**src/rtl/w480_to_byte.sv**
```systemverilog
// w480_to_byte: serializes one DATA_WIDTH-bit word (plus control word) into an
// MSB-first byte stream with valid/ready handshake and a trailing newpkt pulse.
// Optional feature macro: CTRL_PREPEND_EN (emit the 4 control bytes before data).
module w480_to_byte #(
   parameter int unsigned DATA_WIDTH = 480,
   parameter int unsigned CTRL_WIDTH = 32,
   parameter int unsigned IFG_CYCLES = 1
) (
   input  logic                  clk,
   input  logic                  rst,
   input  logic                  in_wr,
   input  logic [CTRL_WIDTH-1:0] in_ctl,
   input  logic [DATA_WIDTH-1:0] in_data,
   input  logic [5:0]            in_len,
   output logic                  in_rdy,
   output logic                  in_drop,
   input  logic                  out_ready,
   output logic [7:0]            data_out,
   output logic                  datavalid,
   output logic                  newpkt,
   output logic [CTRL_WIDTH-1:0] out_ctl
);

   localparam int unsigned NBYTES = DATA_WIDTH / 8;
   localparam int unsigned CBYTES = CTRL_WIDTH / 8;
   localparam int unsigned LEN_W  = 6;
   localparam int unsigned GAP_W  = 4;
   localparam logic [LEN_W-1:0] LAST_MAX  = LEN_W'(NBYTES - 1);
   localparam logic [LEN_W-1:0] CTRL_LAST = LEN_W'(CBYTES - 1);
   localparam logic [GAP_W-1:0] GAP_LAST  = GAP_W'((IFG_CYCLES == 0) ? 0 : IFG_CYCLES - 1);

   typedef enum logic [2:0] {
      S_IDLE = 3'd0,
`ifdef CTRL_PREPEND_EN
      S_CTRL = 3'd1,
`endif
      S_DATA = 3'd2,
      S_EOP  = 3'd3,
      S_GAP  = 3'd4
   } state_t;

   state_t               state, state_nx;
   logic [LEN_W-1:0]     idx, idx_nx;
   logic [LEN_W-1:0]     last_r;
   logic [LEN_W-1:0]     in_last_c;
   logic [DATA_WIDTH-1:0] data_r;
   logic [GAP_W-1:0]     gap_cnt, gap_nx;
   logic [7:0]           data_nx;
   logic                 dv_nx, newpkt_nx, rdy_nx, drop_nx, accept_c, xfer_c;

   // Byte k of a data word, MSB-first
   function automatic logic [7:0] data_byte(input logic [DATA_WIDTH-1:0] w,
                                            input logic [LEN_W-1:0] k);
      data_byte = w[(NBYTES - 1 - int'(k)) * 8 +: 8];
   endfunction

   // Byte k of a control word, MSB-first
   function automatic logic [7:0] ctl_byte(input logic [CTRL_WIDTH-1:0] w,
                                           input logic [LEN_W-1:0] k);
      ctl_byte = w[(CBYTES - 1 - int'(k)) * 8 +: 8];
   endfunction

   // Clamp requested length to the word size; 0 or oversize means full word
   assign in_last_c = (in_len == '0 || in_len > LEN_W'(NBYTES)) ? LAST_MAX
                                                                : in_len - LEN_W'(1);

   assign xfer_c = datavalid & out_ready;

   // Next-state and next-output decode
   always_comb begin
      state_nx  = state;
      idx_nx    = idx;
      gap_nx    = gap_cnt;
      data_nx   = data_out;
      dv_nx     = datavalid;
      newpkt_nx = 1'b0;
      accept_c  = 1'b0;
      case (state)
         S_IDLE: begin
            dv_nx   = 1'b0;
            data_nx = 8'h00;
            if (in_wr) begin
               accept_c = 1'b1;
               idx_nx   = '0;
               dv_nx    = 1'b1;
`ifdef CTRL_PREPEND_EN
               state_nx = S_CTRL;
               data_nx  = ctl_byte(in_ctl, '0);
`else
               state_nx = S_DATA;
               data_nx  = data_byte(in_data, '0);
`endif
            end
         end
`ifdef CTRL_PREPEND_EN
         S_CTRL: begin
            if (xfer_c) begin
               if (idx == CTRL_LAST) begin
                  state_nx = S_DATA;
                  idx_nx   = '0;
                  data_nx  = data_byte(data_r, '0);
               end else begin
                  idx_nx  = idx + LEN_W'(1);
                  data_nx = ctl_byte(out_ctl, idx + LEN_W'(1));
               end
            end
         end
`endif
         S_DATA: begin
            if (xfer_c) begin
               if (idx == last_r) begin
                  state_nx  = S_EOP;
                  dv_nx     = 1'b0;
                  data_nx   = 8'h00;
                  newpkt_nx = 1'b1;
               end else begin
                  idx_nx  = idx + LEN_W'(1);
                  data_nx = data_byte(data_r, idx + LEN_W'(1));
               end
            end
         end
         S_EOP: begin
            gap_nx   = '0;
            state_nx = (IFG_CYCLES == 0) ? S_IDLE : S_GAP;
         end
         S_GAP: begin
            if (gap_cnt == GAP_LAST) state_nx = S_IDLE;
            else                     gap_nx   = gap_cnt + GAP_W'(1);
         end
         default: state_nx = S_IDLE;
      endcase
      rdy_nx  = (state_nx == S_IDLE);
      drop_nx = in_wr & (state != S_IDLE);
   end

   // State, counters and registered outputs
   always_ff @(posedge clk or negedge rst) begin
      if (!rst) begin
         state     <= S_IDLE;
         idx       <= '0;
         gap_cnt   <= '0;
         last_r    <= '0;
         data_r    <= '0;
         out_ctl   <= '0;
         data_out  <= 8'h00;
         datavalid <= 1'b0;
         newpkt    <= 1'b0;
         in_rdy    <= 1'b1;
         in_drop   <= 1'b0;
      end else begin
         state     <= state_nx;
         idx       <= idx_nx;
         gap_cnt   <= gap_nx;
         data_out  <= data_nx;
         datavalid <= dv_nx;
         newpkt    <= newpkt_nx;
         in_rdy    <= rdy_nx;
         in_drop   <= drop_nx;
         if (accept_c) begin
            last_r  <= in_last_c;
            data_r  <= in_data;
            out_ctl <= in_ctl;
         end
      end
   end

endmodule
```
**config.mk**
```make
export PLATFORM = sky130hd
export DESIGN_NAME = w480_to_byte
export DESIGN_NICKNAME = d
export VERILOG_FILES = /design/src/rtl/w480_to_byte.sv
export SDC_FILE = /design/constraint.sdc
export NUM_CORES = 1
export LEC_CHECK = 0
export CORE_ASPECT_RATIO = 0.8
export CORE_MARGIN = 2
export CORE_UTILIZATION = 30
export CTS_BUF_LIST = sky130_fd_sc_hd__clkbuf_8 sky130_fd_sc_hd__clkbuf_16
export DETAILED_ROUTE_END_ITERATION = 16
export RECOVER_POWER = 100
export REMOVE_ABC_BUFFERS = 1
export SKIP_CTS_REPAIR_TIMING = 1
export SLEW_MARGIN = 5
export SYNTH_ARGS = -nofsm -noshare
export SYNTH_HDL_FRONTEND = slang
export SYNTH_SLANG_ARGS = --single-unit
```
**constraint.sdc**
```tcl
create_clock -name clk -period 3.65 [get_ports clk]
set_clock_uncertainty 0.05 [all_clocks]
set_input_delay 0.5475 -clock clk [delete_from_list [all_inputs] [get_ports clk]]
set_output_delay 0.5475 -clock clk [all_outputs]
set_load 0.1 [all_outputs]
```
== After elaboration in Yosys (flattened, before gate mapping) ==
Cells that the tools add are included.
Word-level totals
  register bits: 543
  input bits: 522
  output and inout bits: 44
  logic and storage cells: 64
Operators by class
  add/sub/neg operators: 4
  magnitude comparators: 1
  equal/unequal tests: 9
  shift operators: 1
  muxes and demuxes: 24
  bitwise operators: 2
  reduce and logical (&&, ||, !) cells: 12
Operator list (count)
  480-bit by 33-bit variable part select with 8-bit output: 1
  6-bit 2-to-1 mux: 4
  8-bit 2-to-1 mux: 3
  8-bit one-hot mux with 2 select lines: 1
  3-bit 2-to-1 mux: 4
  3-bit one-hot mux with 4 select lines: 1
  6-bit one-hot mux with 2 select lines: 1
  2-bit != test, second input constant: 5
  4-bit one-hot mux with 2 select lines: 1
  1-bit 2-to-1 mux: 7
  6-bit by 6-bit subtractor with 7-bit output, first input constant: 1
  6-bit by 1-bit adder with 6-bit output, second input constant: 1
  3-bit by 2-bit == test with 1-bit output, second input constant: 2
  6-bit == test: 1
  6-bit greater-than comparator, second input constant: 1
  3-bit logical NOT: 2
  6-bit logical NOT: 1
  6-bit by 1-bit subtractor with 6-bit output, second input constant: 1
  4-bit by 1-bit adder with 4-bit output, second input constant: 1
  4-bit logical NOT: 1
  4-bit 2-to-1 mux: 1
  2-bit AND reduction: 2
  4-bit AND reduction: 1
  2-bit nonzero test: 2
  6 further kinds: 7

== Logic depth before layout (Yosys ltp) ==
Gate-level depths: netlist of the first run.
  word-level depth: 6
  gate-level depth with buffers: 16
  mapped depth without buffers: 10

== Worst setup path after synthesis of the first run ==
OpenSTA, ideal clock, no wires.
  path type: register to register
  from: reg idx[1]
  to: reg data_out[2]
  library setup time: 0.138 ns
  data arrival time: 3.203 ns
  required time: 3.462 ns
  setup slack: 0.259 ns
  cell stages (with the launch flop): 15
  buffers on the path: 5
  period minus slack after synthesis: 3.391 ns
  cells stage by stage: dfrtp_1 ha_1 xnor2_4 inv_6 buf_6 buf_6 buf_2 ha_1 xnor2_1 xnor2_4 buf_8 buf_2 mux2_2 o211ai_1 a21oi_1
On the way
  cells in the longest elaborated chain, start to end: 6
  elaborated cells on any way between the ends: 7
  classes of those cells: 2 x add/sub; 1 x eq/ne; 1 x shift; 3 x mux
Ends and longest elaborated chain
  start: declaration: RTL line 43  | logic [LEN_W-1:0] idx, idx_nx;
  start signal: assignment: RTL line 152  | idx <= idx_nx;
  6-bit by 1-bit adder with 6-bit output: RTL line 118  | data_nx = data_byte(data_r, idx + LEN_W'(1));
  6-bit by 6-bit subtractor with 7-bit output: RTL line 54  | data_byte = w[(NBYTES - 1 - int'(k)) * 8 +: 8];
  480-bit by 33-bit variable part select with 8-bit output: RTL line 54
  8-bit 2-to-1 mux (*): RTL line 111  | if (idx == last_r) begin
  8-bit 2-to-1 mux (*): RTL line 110  | if (xfer_c) begin
  8-bit one-hot mux with 2 select lines (*): RTL line 78  | case (state)
  end signal: assignment: RTL line 154  | data_out <= data_nx;
  end: declaration: RTL line 18  | output logic [7:0] data_out,
Mark *: on every way between the ends. The rest lies on a longest branch, timed or not. The select of a mux whose other input is x is not followed.
A chain may end at the register's enable or synchronous reset.

== Final worst setup path of the first run ==
  from: reg idx[0]
  to: reg data_out[5]
Same word-level chain as after synthesis.

==> impl_results.md, run 1 <==
* Synth Instances at 2644
* Initial antenna violation count at 14
* Failing checks: capacitance limit, slew limit
* Met3 Wirelength at 5070 um
* Seq/Total Area, Yosys at 54.9%
* Critical path class: reg2reg
* DRC viols at 0
* CTS H-tree depth at 2
* Reg2reg start: idx[0]$_DFFE_PN0P_
* Worst reg2reg endpoint: data_out[5]$_DFFE_PN0P_
* Synthesis Warnings at 0
* Layout Cells excl Fill at 4324
* Top cell type's share of synthesized area at 54.8%
* Hold slack final at 0.389 ns
* Clock tree buffer depth at 3
* Worst Path Arrival at 3.77 ns
* CP Max Fanout at 12
* RSZ-0062 raised after global routing: false
* Max Cap Viol at 5
* Final slew viol count at 288
* Cells along the critical path: ha_4, xnor2_2, inv_6, ha_1, xnor2_2, xnor2_4, a211oi_1, a311oi_1, o311ai_1, a21oi_1
* Worst slew margin at -31.6%
* Final Hold Fails at 0
* Core box area at 82000 sq um
* Congestion Overflow GR at 0
* Top cells by count, synth: nand2_1 (1592), dfrtp_1 (542), mux4_2 (124), clkbuf_1 (109), a21oi_1 (25)
* Area Overhead vs Synth at 36.0%
* Drt wl/cell at 18.7 um
* Hold Path Class: in2reg
* TritonCTS clock tree: done
* Cell area after synthesis at 24800 sq um
* Die height at 261 um
* Yosys reg bits at 543
* Starting Density at 30.2%
* Most used cell, CP: xnor2_2
* Die Footprint at 84900 sq um
* R2R Setup Slk at 0.32 ns
* EDFF count, synth at 0
* CP required at 4.10 ns
* Hold path cells at 3
* Vias in the first global route at 20200
* Crit path buf inv count at 1
* Layout cells sized above 1 at 9.40%
* HP Start: in_data[238]
* Placed insts at 4207
* Top FF cell, synth: dfrtp_1
* FMAX at 300 MHz
* Most common cell in the netlist: nand2_1
* Max IR drop VDD at 0.337 mV
* First-pass GRT wire length at 122000 um
* Wire length on met1 at 36300 um
* IO Pins at 566
* Port Buffers at 565
* Vias at 19900
* Final min period at 3.33 ns
* DRT iter0 DRCs at 1447
* Met2 WL at 37500 um
* Final period util at 91.2%
* Crit path capture type: flip-flop
* Largest net degree at the start of global routing at 226
* Clock sink count at 543
* Distinct cells, synth at 58
* # rows at 94
* Critical path's top delay family: compound AO/OA/AOI/OAI gates
* CTS root buf: clkbuf_16
* Leakage at 16.9 nW
* Worst Tran Pin Value at 1.97 ns
* Min-Delay Endpoint: data_r[238]$_DFFE_PN0P_
* Synth area leader: dfrtp_1
* Fraction of registers with async set or reset after synthesis at 100%
* Die X at 325 um
* Clock transition at the registers of the reported paths at 0.06 ns
* Total CTS buffers at 58
* Power density over cell area at 392 nW/um^2
* Top Layer Used: met5
* Final WL at 80700 um
* Final setup violating endpoints at 0
* Slowest-stage cell, CP: o311ai_1
* Syn_area_per_cell at 9.36 sq um
* Area contributors post-synth: dfrtp_1 (55%), nand2_1 (24%), mux4_2 (11%), clkbuf_1 (1.7%), mux2_2 (1.1%)
* Status: finished with violations
* Reg2reg path depth at 10
* GP Congestion at 0.810
* CP startpoint kind: flip-flop
* Total track usage at 18.7%
* Crit-path max cell delay at 0.55 ns
* Dpl hpwl at 57400 um
* Clock Latency Late Sink at 0.63 ns
* DP Area at 31800 sq um
* Cell area after layout at 33700 sq um
* Fin nets at 3693
* Via density at 4.60
* Post-route ant nets at 0
* Pre-antenna DRT Iters at 6
==> layout by cell type, fill, tap and decap left out, types with 4 or more instances in the layout <==
cell type,n
clkbuf_16,61
a2111oi_0,5
clkdlybuf4s50_1,520
inv_1,18
buf_12,10
ha_1,5
a22oi_1,8
o221ai_1,4
diode_2,8
nor3_1,8
o22ai_1,9
clkbuf_1,17
clkinv_2,15
mux2i_1,18
xnor2_1,4
mux4_2,124
o211ai_1,7
clkbuf_8,8
a21oi_1,25
and2_1,5
clkbuf_2,7
o21ai_0,9
nand2_1,1591
buf_4,12
dlygate4sd3_1,45
nor2_1,22
mux2_2,24
nand3_1,4
dfrtp_1,541
bufinv_16,9
nand2b_1,4
xor2_1,9
==> kinds of logic (layout without fill, tap and decap cells) <==
kind of cell               count (synthesis)  in the layout  synth area share (%)
muxes                                    166            166                  13.1
other                                      0              8                     0
adders and majority gates                  6              6                 0.303
AOI/OAI and AO/OA                         88             88                  2.41
and+or+nand+nor                         1653           1653                  25.5
xor gates and xnor gates                  17             18                 0.753
buffers and inverters                    171            738                  3.06
DFF                                      543            543                  54.9
==> sequential cells by signal (all words and copies together), names as in the netlist <==
signal	flops
data_out	8
gap_cnt	4
last_r	6
datavalid	1
newpkt	1
in_rdy	1
out_ctl	32
state	3
data_r	480
idx	6
in_drop	1
==> worst max path at each step <==
stage	startpoint	to	slack, ns	depth (start not counted)
2_1_floorplan	state[0]$_DFF_PN0_	data_out[5]$_DFFE_PN0P_	-7.26	6
3_3_place_gp	idx[0]$_DFFE_PN0P_	data_out[5]$_DFFE_PN0P_	0.03	9
3_5_place_dp	idx[0]$_DFFE_PN0P_	data_out[5]$_DFFE_PN0P_	0.03	9
4_1_cts	idx[0]$_DFFE_PN0P_	data_out[5]$_DFFE_PN0P_	0.01	9
5_1_grt	idx[0]$_DFFE_PN0P_	data_out[2]$_DFFE_PN0P_	0.10	8
6_report	idx[0]$_DFFE_PN0P_	data_out[5]$_DFFE_PN0P_	0.32	10
==> where the power goes <==
group / internal, mW / switching (mW)
Clock: 3.82 / 2.61
Combinational: 0.499 / 0.248
Sequential: 6.02 / 0.000503
==> worst reg2reg max path: stages, from the launching register on <==
cell      delay (ns)
dfrtp_4         0.52
ha_4            0.21
xnor2_2         0.24
inv_6           0.05
ha_1            0.26
xnor2_2         0.47
xnor2_4         0.32
a211oi_1        0.28
a311oi_1        0.12
o311ai_1        0.55
a21oi_1         0.14
==> through the flow <==
stage	setup slack (ns)	utilization [%]	TNS [ns]	power, mW
after floorplan	-7.26	-	-3241.46	6.15
after global placement	0.0287	38.8	0	6.90
after detailed placement	0.0290	38.8	0	6.90
after CTS	0.00998	41.3	0	13.4
after global routing	0.101	41.1	0	13.6
final	0.321	41.1	0	13.2
==> cell type report <==
type | instances | area (sq um)
Fill cell | 8097 | 48300
Sequential cell | 543 | 13600
Multi-Input combinational cell | 1931 | 10500
Timing Repair Buffer | 617 | 6090
Clock buffer | 69 | 1640
Tap cell | 1104 | 1380
Clock inverter | 38 | 429
Inverter | 14 | 57.6
Antenna cell | 8 | 20.0
==> metal layers <==
metal	vias up	track usage [%]
li1	9530	-
met1	9782	25.7
met2	493	29.7
met3	103	4.44
met4	4	5.16
met5	-	0
Power figures use the tool's default switching activity.
==> inputs of run 2 (changes only) <==
--- a/config.mk
+++ b/config.mk
@@ -11,8 +11,8 @@
 export CTS_BUF_LIST = sky130_fd_sc_hd__clkbuf_8 sky130_fd_sc_hd__clkbuf_16
 export DETAILED_ROUTE_END_ITERATION = 16
 export RECOVER_POWER = 100
-export REMOVE_ABC_BUFFERS = 1
 export SKIP_CTS_REPAIR_TIMING = 1
+export SKIP_LAST_GASP = 1
 export SLEW_MARGIN = 5
 export SYNTH_ARGS = -nofsm -noshare
 export SYNTH_HDL_FRONTEND = slang
==> impl_results.md, run 2 (same netlist as run 1, synthesis figures left out) <==
* Pre-antenna DRT Iters at 5 (-1)
* Post-route setup TNS at 0 ns (unchanged)
* Final period util at 91.7% (+0.53 points)
* Crit-path max cell delay at 0.60 ns (+0.05 ns)
* Worst Path Arrival at 3.80 ns (+0.03 ns)
* Via density at 4.64 (+0.85%)
* Fill cells at 8134 (+0.46%)
* Place WS at 0.405 ns (+0.376 ns)
* DRC viols at 0 (unchanged)
* Clock sink count at 543 (unchanged)
* Final core occ at 40.9% (-0.13 points)
* Hold path cells at 3 (unchanged)
* Initial antenna violation count at 15 (+1)
* Clock tree buffer depth at 3 (unchanged)
* Highest-count cells in the layout ignoring fill and taps: nand2_1 (1592), dfrtp_1 (541), clkdlybuf4s50_1 (520)
* Fin nets at 3690 (-0.081%)
* FMAX at 299 MHz (-0.58%)
* Post-Syn Nets at 3172
* IO Pins at 566 (unchanged)
* Die X at 325 um (unchanged)
* CTS H-tree depth at 2 (unchanged)
* Reg2reg path depth at 9 (-1)
* CTS root buf: clkbuf_16
* Vias in the first global route at 20600 (+2.0%)
* Cell area after layout at 33600 sq um (-0.33%)
* Critical path class: reg2reg
* RSZ-0062 raised after global routing: false
* Max IR drop VDD at 0.317 mV (-6.0%)
* Worst setup margin at 0.301 ns (-0.0193 ns)
* Die height at 261 um (unchanged)
* Clock Latency Late Sink at 0.63 ns (about the same)
* Starting Density at 30.2% (unchanged)
* Worst reg2reg endpoint: data_out[2]$_DFFE_PN0P_
* HP Start: in_data[390]
* Cells along the critical path: nand3_1, xnor2_1, ha_1, clkinv_1, clkbuf_2, mux4_2, mux2_1, o211ai_1, a21oi_1
* Most common cell after layout, fill and taps aside: nand2_1
* Biggest regs: data_r (480), out_ctl (32), data_out (8)
* Congestion Overflow GR at 0 (unchanged)
* Final setup violating endpoints at 0 (unchanged)
* Max Cap Viol at 2 (-3)
* TritonCTS clock tree: done
* Reg2reg start: idx[2]$_DFFE_PN0P_
* Final min period at 3.35 ns (+0.0193 ns)
* Layout cells sized above 1 at 9.39% (-0.017 points)
* Hold slack final at 0.385 ns (-0.00346 ns)
* Worst Tran Pin Value at 2.62 ns (+0.643 ns)
* Post-route ant nets at 0 (unchanged)
* Final slew viol count at 384 (+33%)
* R2R Setup Slk at 0.30 ns (-0.02 ns)
* Total track usage at 20.2% (+1.5 points)
* Largest Register: data_r
* DRT iter0 DRCs at 1486 (+2.7%)
* Min-Delay Endpoint: data_r[390]$_DFFE_PN0P_
* Status: finished with violations
* Placed insts at 4205 (-0.048%)
* Area Overhead vs Synth at 35.6%
* Worst slew margin at -74.5% (-43 points)
* CP Max Fanout at 13 (+1)
* Failing checks: capacitance limit, slew limit
* Drt wl/cell at 20.1 um (+7.4%)
* Power density over cell area at 386 nW/um^2 (-1.5%)
* Die Footprint at 84900 sq um (unchanged)
* Storage element area at 13600 sq um (unchanged)
* CP required at 4.10 ns (about the same)
* Final WL at 86500 um (+7.1%)
* Vias at 20000 (+0.57%)
* Core box area at 82000 sq um (unchanged)
* Slowest-stage cell, CP: dfrtp_1
* Total CTS buffers at 58 (unchanged)
* Final Hold Fails at 0 (unchanged)
* Hold Path Class: in2reg
* CP startpoint kind: flip-flop
* DP Area at 31700 sq um (-0.36%)
* Area used by multi-input combinational logic at 10400 sq um (-0.37%)
* Leakage at 16.9 nW (about the same)
* Crit path capture type: flip-flop
* Design Power at 13.0 mW (-1.8%)
* Layout Cells excl Fill at 4312 (-0.28%)
* Port Buffers at 565 (unchanged)
* First-pass GRT wire length at 129000 um (+6.3%)
* GP Congestion at 0.847 (+4.5%)
* Dpl hpwl at 63700 um (+11%)
* Clock transition at the registers of the reported paths at 0.06 ns (about the same)
* Largest register FFs at 480 (unchanged)
* # rows at 94 (unchanged)
* Largest net degree at the start of global routing at 195 (-14%)
-- run 2: changes by cell type in the layout (fill, tap and decap cells not counted), moves of 4 or more --
cell,change
inv_1,+5
buf_4,+12
diode_2,-7
clkinv_2,-8
clkbuf_2,+4
clkbuf_1,-13
clkbuf_8,+6
-- run 2: final cells by class --
class / instances / area share [%]
sequential: 543 / 40.5
multi-input combinational: 1930 / 31.1
timing repair buffer: 615 / 18.2
clock buffer: 72 / 4.90
tap: 1104 / 4.12
clock inverter: 33 / 0.999
inverter: 14 / 0.171
antenna: 1 / 0.00746
-- run 2: how the worst max path moves through the flow --
stage                             from  slack, ns                 endpoint  depth (start not counted)
floorplan           idx[1]$_DFFE_PN0P_       0.26  data_out[2]$_DFFE_PN0P_                         14
CTS                 idx[2]$_DFFE_PN0P_       0.38  data_out[3]$_DFFE_PN0P_                          9
finish              idx[2]$_DFFE_PN0P_       0.30  data_out[2]$_DFFE_PN0P_                          9
global placement    idx[0]$_DFFE_PN0P_       0.44  data_out[1]$_DFFE_PN0P_                          7
global route                       rst       0.12  data_r[149]$_DFFE_PN0P_                          3
detailed placement  idx[2]$_DFFE_PN0P_       0.41  data_out[3]$_DFFE_PN0P_                          9
-- run 2: worst max-delay path: cells and delay by family, from the launching register on --
kind	cells	cell delay, ns
AO/OA/AOI/OAI	2	0.36
XOR/XNOR	1	0.25
adder cells (fa/ha/maj)	1	0.29
buffers and inverters	2	0.61
flip-flops	1	0.60
multiplexers	2	0.82
AND/OR/NAND/NOR	1	0.24
-- run 2: metal layers --
metal	up-vias	global-route usage [%]	share of wire, %
met5	-	0	0.14
met1	9746	27.2	43
met2	632	32.7	47
li1	9516	-	-
met4	18	4.93	2.2
met3	113	5.38	7.4
-- run 2: where the power goes --
part	leakage (nW)	internal, mW	switching (mW)
Sequential	7.58	6.02	0.000121
Combinational	8.30	0.511	0.278
Clock	1.02	3.60	2.55
